[src/rtl/ysyx_23060171_regfile_sb.sv]
// Multi-port integer register file with a per-register busy scoreboard.
// Optional same-cycle write-to-read bypass when YSYX_23060171_REGFILE_BYPASS_EN is defined.
module ysyx_23060171_regfile_sb #(
    parameter int ADDR_WIDTH = 5,
    parameter int DATA_WIDTH = 32,
    parameter int NR         = 2,
    parameter int NW         = 1
) (
    input  logic                     clk,
    input  logic                     rst_n,
    input  logic [NW-1:0]            wen,
    input  logic [NW*ADDR_WIDTH-1:0] waddr,
    input  logic [NW*DATA_WIDTH-1:0] wdata,
    input  logic [NR*ADDR_WIDTH-1:0] raddr,
    output logic [NR*DATA_WIDTH-1:0] rdata,
    output logic [NR-1:0]            rbusy,
    input  logic                     iss_valid,
    input  logic [ADDR_WIDTH-1:0]    iss_rd,
    input  logic                     flush,
    output logic [ADDR_WIDTH:0]      busy_cnt
);

    localparam int DEPTH = 1 << ADDR_WIDTH;

    logic [DATA_WIDTH-1:0] r_regs [DEPTH];
    logic [DEPTH-1:0]      r_busy;
    logic [DEPTH-1:0]      w_busyNext;
    logic [ADDR_WIDTH:0]   r_busyCnt;
    logic [ADDR_WIDTH:0]   w_busyCntNext;
    logic [ADDR_WIDTH-1:0] w_waddr [NW];
    logic [DATA_WIDTH-1:0] w_wdata [NW];
    logic [ADDR_WIDTH-1:0] w_raddr [NR];

    for (genvar k = 0; k < NW; k++) begin : g_wport
        assign w_waddr[k] = waddr[k*ADDR_WIDTH +: ADDR_WIDTH];
        assign w_wdata[k] = wdata[k*DATA_WIDTH +: DATA_WIDTH];
    end

    for (genvar j = 0; j < NR; j++) begin : g_rport
        assign w_raddr[j] = raddr[j*ADDR_WIDTH +: ADDR_WIDTH];
    end

    // Later ports are applied last, so the highest-numbered writer wins a collision.
    always_ff @(posedge clk or negedge rst_n) begin
        if (!rst_n) begin
            for (int i = 0; i < DEPTH; i++) begin
                r_regs[i] <= '0;
            end
        end else begin
            for (int k = 0; k < NW; k++) begin
                if (wen[k] && (w_waddr[k] != '0)) begin
                    r_regs[w_waddr[k]] <= w_wdata[k];
                end
            end
        end
    end

    // Issue overrides a same-cycle writeback (younger producer); flush overrides issue.
    always_comb begin
        w_busyNext = r_busy;
        for (int k = 0; k < NW; k++) begin
            if (wen[k]) begin
                w_busyNext[w_waddr[k]] = 1'b0;
            end
        end
        if (flush) begin
            w_busyNext = '0;
        end else if (iss_valid) begin
            w_busyNext[iss_rd] = 1'b1;
        end
        w_busyNext[0] = 1'b0;

        w_busyCntNext = '0;
        for (int i = 0; i < DEPTH; i++) begin
            w_busyCntNext = w_busyCntNext + {{ADDR_WIDTH{1'b0}}, w_busyNext[i]};
        end
    end

    always_ff @(posedge clk or negedge rst_n) begin
        if (!rst_n) begin
            r_busy    <= '0;
            r_busyCnt <= '0;
        end else begin
            r_busy    <= w_busyNext;
            r_busyCnt <= w_busyCntNext;
        end
    end

    assign busy_cnt = r_busyCnt;

    always_comb begin
        rdata = '0;
        rbusy = '0;
        for (int j = 0; j < NR; j++) begin
            if (w_raddr[j] != '0) begin
                rdata[j*DATA_WIDTH +: DATA_WIDTH] = r_regs[w_raddr[j]];
            end
            rbusy[j] = r_busy[w_raddr[j]];
`ifdef YSYX_23060171_REGFILE_BYPASS_EN
            for (int k = 0; k < NW; k++) begin
                if (rst_n && wen[k] && (w_waddr[k] == w_raddr[j]) && (w_raddr[j] != '0)) begin
                    rdata[j*DATA_WIDTH +: DATA_WIDTH] = w_wdata[k];
                    rbusy[j] = (iss_valid && (iss_rd == w_raddr[j])) ? r_busy[w_raddr[j]] : 1'b0;
                end
            end
`endif
        end
    end

endmodule
[config.mk]
export PLATFORM = sky130hd
export DESIGN_NAME = ysyx_23060171_regfile_sb
export DESIGN_NICKNAME = d
export VERILOG_FILES = /design/src/rtl/ysyx_23060171_regfile_sb.sv
export SDC_FILE = /design/constraint.sdc
export NUM_CORES = 2
export LEC_CHECK = 0
export ABC_AREA = 0
export CORE_MARGIN = 1
export CORE_UTILIZATION = 57
export DETAILED_ROUTE_END_ITERATION = 10
export PLACE_DENSITY = 0.77
export SYNTH_ARGS = -nofsm -noshare
export SYNTH_HDL_FRONTEND = slang
export SYNTH_SLANG_ARGS = --single-unit
export TNS_END_PERCENT = 5
[constraint.sdc]
create_clock -name clk -period 4.9 [get_ports clk]
set_input_delay 0.98 -clock clk [delete_from_list [all_inputs] [get_ports clk]]
set_output_delay 0.98 -clock clk [all_outputs]
set_load 0.01 [all_outputs]
==> results.yml <==
sta:
  timing.fmax_ghz: 0.179
  layout_min_cycle_time_ns: 5.57
  finClkSkew_ns: 0.00643
  fin_crit_sh: 1.14
  setup_viol: 6
  final.setup.tns_ns: -2.63
  relSlewSlack: 0.184
  layout_setup_ws_ns: -0.672
  rsz0062_at_grt: "yes"
  hold_viol: 0
  tightestPinTransition_ns: 1.22
  slew_viol_final: 0
floorplan:
  die_y_um: 320
  start_util: 0.575
  fp.dieW_um: 320
  ios: 129
  core-area_um2: 100000
  die_area_um2: 102000
  num_rows: 116
layout:
  drive_above_1_share: 0.515
  finalNetCount: 4098
  fillers: 6921
  final_core_util: 0.657
  synthToLayoutAreaGrowth_pct: 14.2
  regArea_um2: 26600
  multi_input_area_um2: 29300
yosys:
  synth_cell_types: 45
  yosysSeqAreaShare: 0.462
  syn_avg_cell_area_um2: 14.6
  netlist.area_leader.share: 0.462
  synth_edf_count: 0
  synthArstFlopShare: 1.00
  synth.cell_area_um2: 57500
  yosysWarningCount: 0
  synth_nets: 4019
  synth_area_leaders: "dfrtp_1 46%, mux2_2 22%, mux4_2 17%"
  synth_ff_type: "dfrtp_1"
  yosys.area.top_type: "dfrtp_1"
  synth_seq_cells: 1061
  netlist_instances: 3932
clock_network:
  cts_hold_buf: 0
  clock_sinks: 1061
  cts_root_buffer: "clkbuf_16"
  clk_pin_slew_ns: 0.06
  tritoncts: "built"
  insertion_delay_ns: 0.69
  htree_levels: 3
  clock_tree.buffer_depth: 3
  cts_inserted_buffers: 111
setup_path:
  critPathArrivalTime_ns: 6.18
  critical_path.max_fanout: 5
  slowest_stage: "fa_1"
  cpMostUsedCell: "fa_1"
  crit_type: "primary input to flop"
  end_kind: "flop"
  slowest_delay_ns: 0.53
  required_ns: 5.51
  crit_chain: "buf_8, buf_6, or3b_4, o21ai_2, a21oi_2, fa_1, inv_2, fa_1, inv_2, fa_1, inv_2, fa_1, fa_1, fa_1, inv_1, fa_2, fa_2, a21o_1, a21oi_2, xnor2_1"
  worstSetupStartpointType: "primary input"
power_and_ir_drop:
  p_comb_frac: 0.210
  seqPwrFrac: 0.443
  switching_share: 0.271
  p_per_area_nw_per_um2: 400
  pwr-share-clk: 0.347
  total_power_mw: 26.2
  p_leak_nw: 28.9
  p_int_mw: 19.1
  p_sw_mw: 7.11
  ir_worst_vdd_uv: 287
job:
  maxCapViolCount: 0
min_path:
  hold_class: "primary input to asynchronous set/reset pin"
routing:
  final_antenna_net_count: 0
  wire_per_inst_um: 33.3
  vias_per_cell: 7.13
  drt-initial-drc-count: 4387
  wl_mm: 180
  drcViolationCount: 0
  vias: 38553
  dr.pass1.iters: 6
run_status:
  violations: "negative setup slack"
  status: "finished with violations"
placement:
  numPortBuffers: 128
  routabilityCongestion: 0.901
  hpwl_mm: 107
global_route:
  grt_max_degree: 112
  grt_overflow_total: 0
  grt_pass1_wl_mm: 267
  antenna_found_initial: 17
  grt_pass1_vias: 39091
  grt_usage: 0.358
[registers in the layout, indices dropped and copies added (netlist names)]
name and count:
busy_cnt 6, r_busy 31, r_regs 1024
[area by class of cell]
cell class | instances | area share
Clock inverter | 44 | 0.00970
Inverter | 35 | 0.00200
Antenna cell | 8 | 0.000305
Tap cell | 1298 | 0.0247
Timing Repair Buffer | 404 | 0.0623
Clock buffer | 159 | 0.0501
Sequential cell | 1061 | 0.404
Multi-Input combinational cell | 2398 | 0.447
[power by group through the flow]
stage	sequential (mW)	combinational [mW]	clock, mW
floorplan	11.2	4.00	0
global placement	11.6	5.30	0
detailed placement	11.7	5.45	0
CTS	11.6	5.49	9.15
global route	11.8	5.84	9.52
finish	11.6	5.51	9.10
[placed cells by master, fill, tap and decap left out, types with 6 or more instances in the layout]
| cell | n |
|---|---|
| a211oi_1 | 75 |
| a221oi_1 | 100 |
| nor2b_1 | 49 |
| clkinvlp_4 | 6 |
| bufinv_16 | 15 |
| o2111ai_1 | 14 |
| mux2_2 | 1105 |
| mux4_2 | 441 |
| a21oi_1 | 21 |
| a22oi_2 | 6 |
| buf_8 | 6 |
| a21o_1 | 46 |
| diode_2 | 8 |
| inv_1 | 31 |
| buf_12 | 57 |
| a22oi_1 | 19 |
| nand2_1 | 66 |
| o21ai_0 | 12 |
| mux2i_1 | 198 |
| nor2_1 | 45 |
| clkinv_2 | 18 |
| clkbuf_8 | 29 |
| clkdlybuf4s50_1 | 106 |
| ha_1 | 7 |
| nor2_2 | 7 |
| buf_4 | 212 |
| nand3_1 | 37 |
| clkbuf_16 | 114 |
| nand2_4 | 13 |
| nor2_4 | 20 |
| o22ai_1 | 14 |
| buf_6 | 9 |
| dfrtp_1 | 1061 |
| clkbuf_1 | 18 |
| o211ai_1 | 16 |
| fa_1 | 21 |
[cells in the mapped netlist (14+ instances only)]
cell and instances:
mux4_2 441, nor2_1 70, fa_1 23, a22oi_1 25, o21ai_0 19, o2111ai_1 14, mux2_2 1105, a21o_1 46
buf_2 120, dfrtp_1 1061, o22ai_1 14, nand3_1 37, clkbuf_1 225, buf_1 47, a211oi_1 75, a21oi_1 26
inv_1 35, nor2b_1 53, mux2i_1 198, a221oi_1 100, o211ai_1 16, nand2_1 84, buf_4 44
[critical path, delay by kind of cell]
kind            cells  cell delay (ns)
simple gates        1             0.41
fa+ha+maj           8             3.71
buf+inv             6             0.39
xor+xnor            1             0.12
compound gates      4             0.56
[cell families after synthesis]
group,count (synthesis),share of synthesized area
DFF,1061,0.462
adders and majority gates,30,0.00953
xor gates and xnor gates,3,0.000457
AOI/OAI and AO/OA,341,0.0447
muxes,1744,0.424
buffers and inverters,473,0.0365
and+or+nand+nor,280,0.0235
[repair_timing]
action                     in CTS  in global routing
resized for setup              47                 12
pin swaps                      31                  2
setup endpoints to repair       6                  6
setup buffers                   6                  0
[per-layer routing]
metal | global-route usage | part of all wire | up-vias
met5 | 0 | 0.00041 | -
met1 | 0.490 | 0.39 | 20772
li1 | - | - | 15259
met3 | 0.0804 | 0.097 | 425
met4 | 0.155 | 0.045 | 10
met2 | 0.552 | 0.47 | 2087
[worst paths after layout]
path | slack [ns] | start | cells past startpoint | end
min | 0.33 | rst_n | 1 | r_regs[797]
min in group clk | 0.40 | r_regs[993] | 0 | r_regs[993]
max | -0.67 | waddr[1] | 20 | busy_cnt[4]
min reg2reg | 0.40 | r_regs[993] | 0 | r_regs[993]
max in group asynchronous | 3.35 | rst_n | 2 | r_regs[612]
max reg2reg | -0.10 | r_busy[26] | 17 | busy_cnt[4]
[per-stage QoR]
stage	hold WS [ns]	cell area [um^2]	cells	setup WS, ns
finish	0.331	65700	5407	-0.672
floorplan	0.441	57700	3932	-1.07
detailed placement	0.382	61600	5190	-1.82
CTS	0.359	65700	5399	-0.663
global route	0.376	65700	5402	-0.819
global placement	0.381	61600	5190	-1.80
Note: power is estimated with default switching activity, not from simulation.
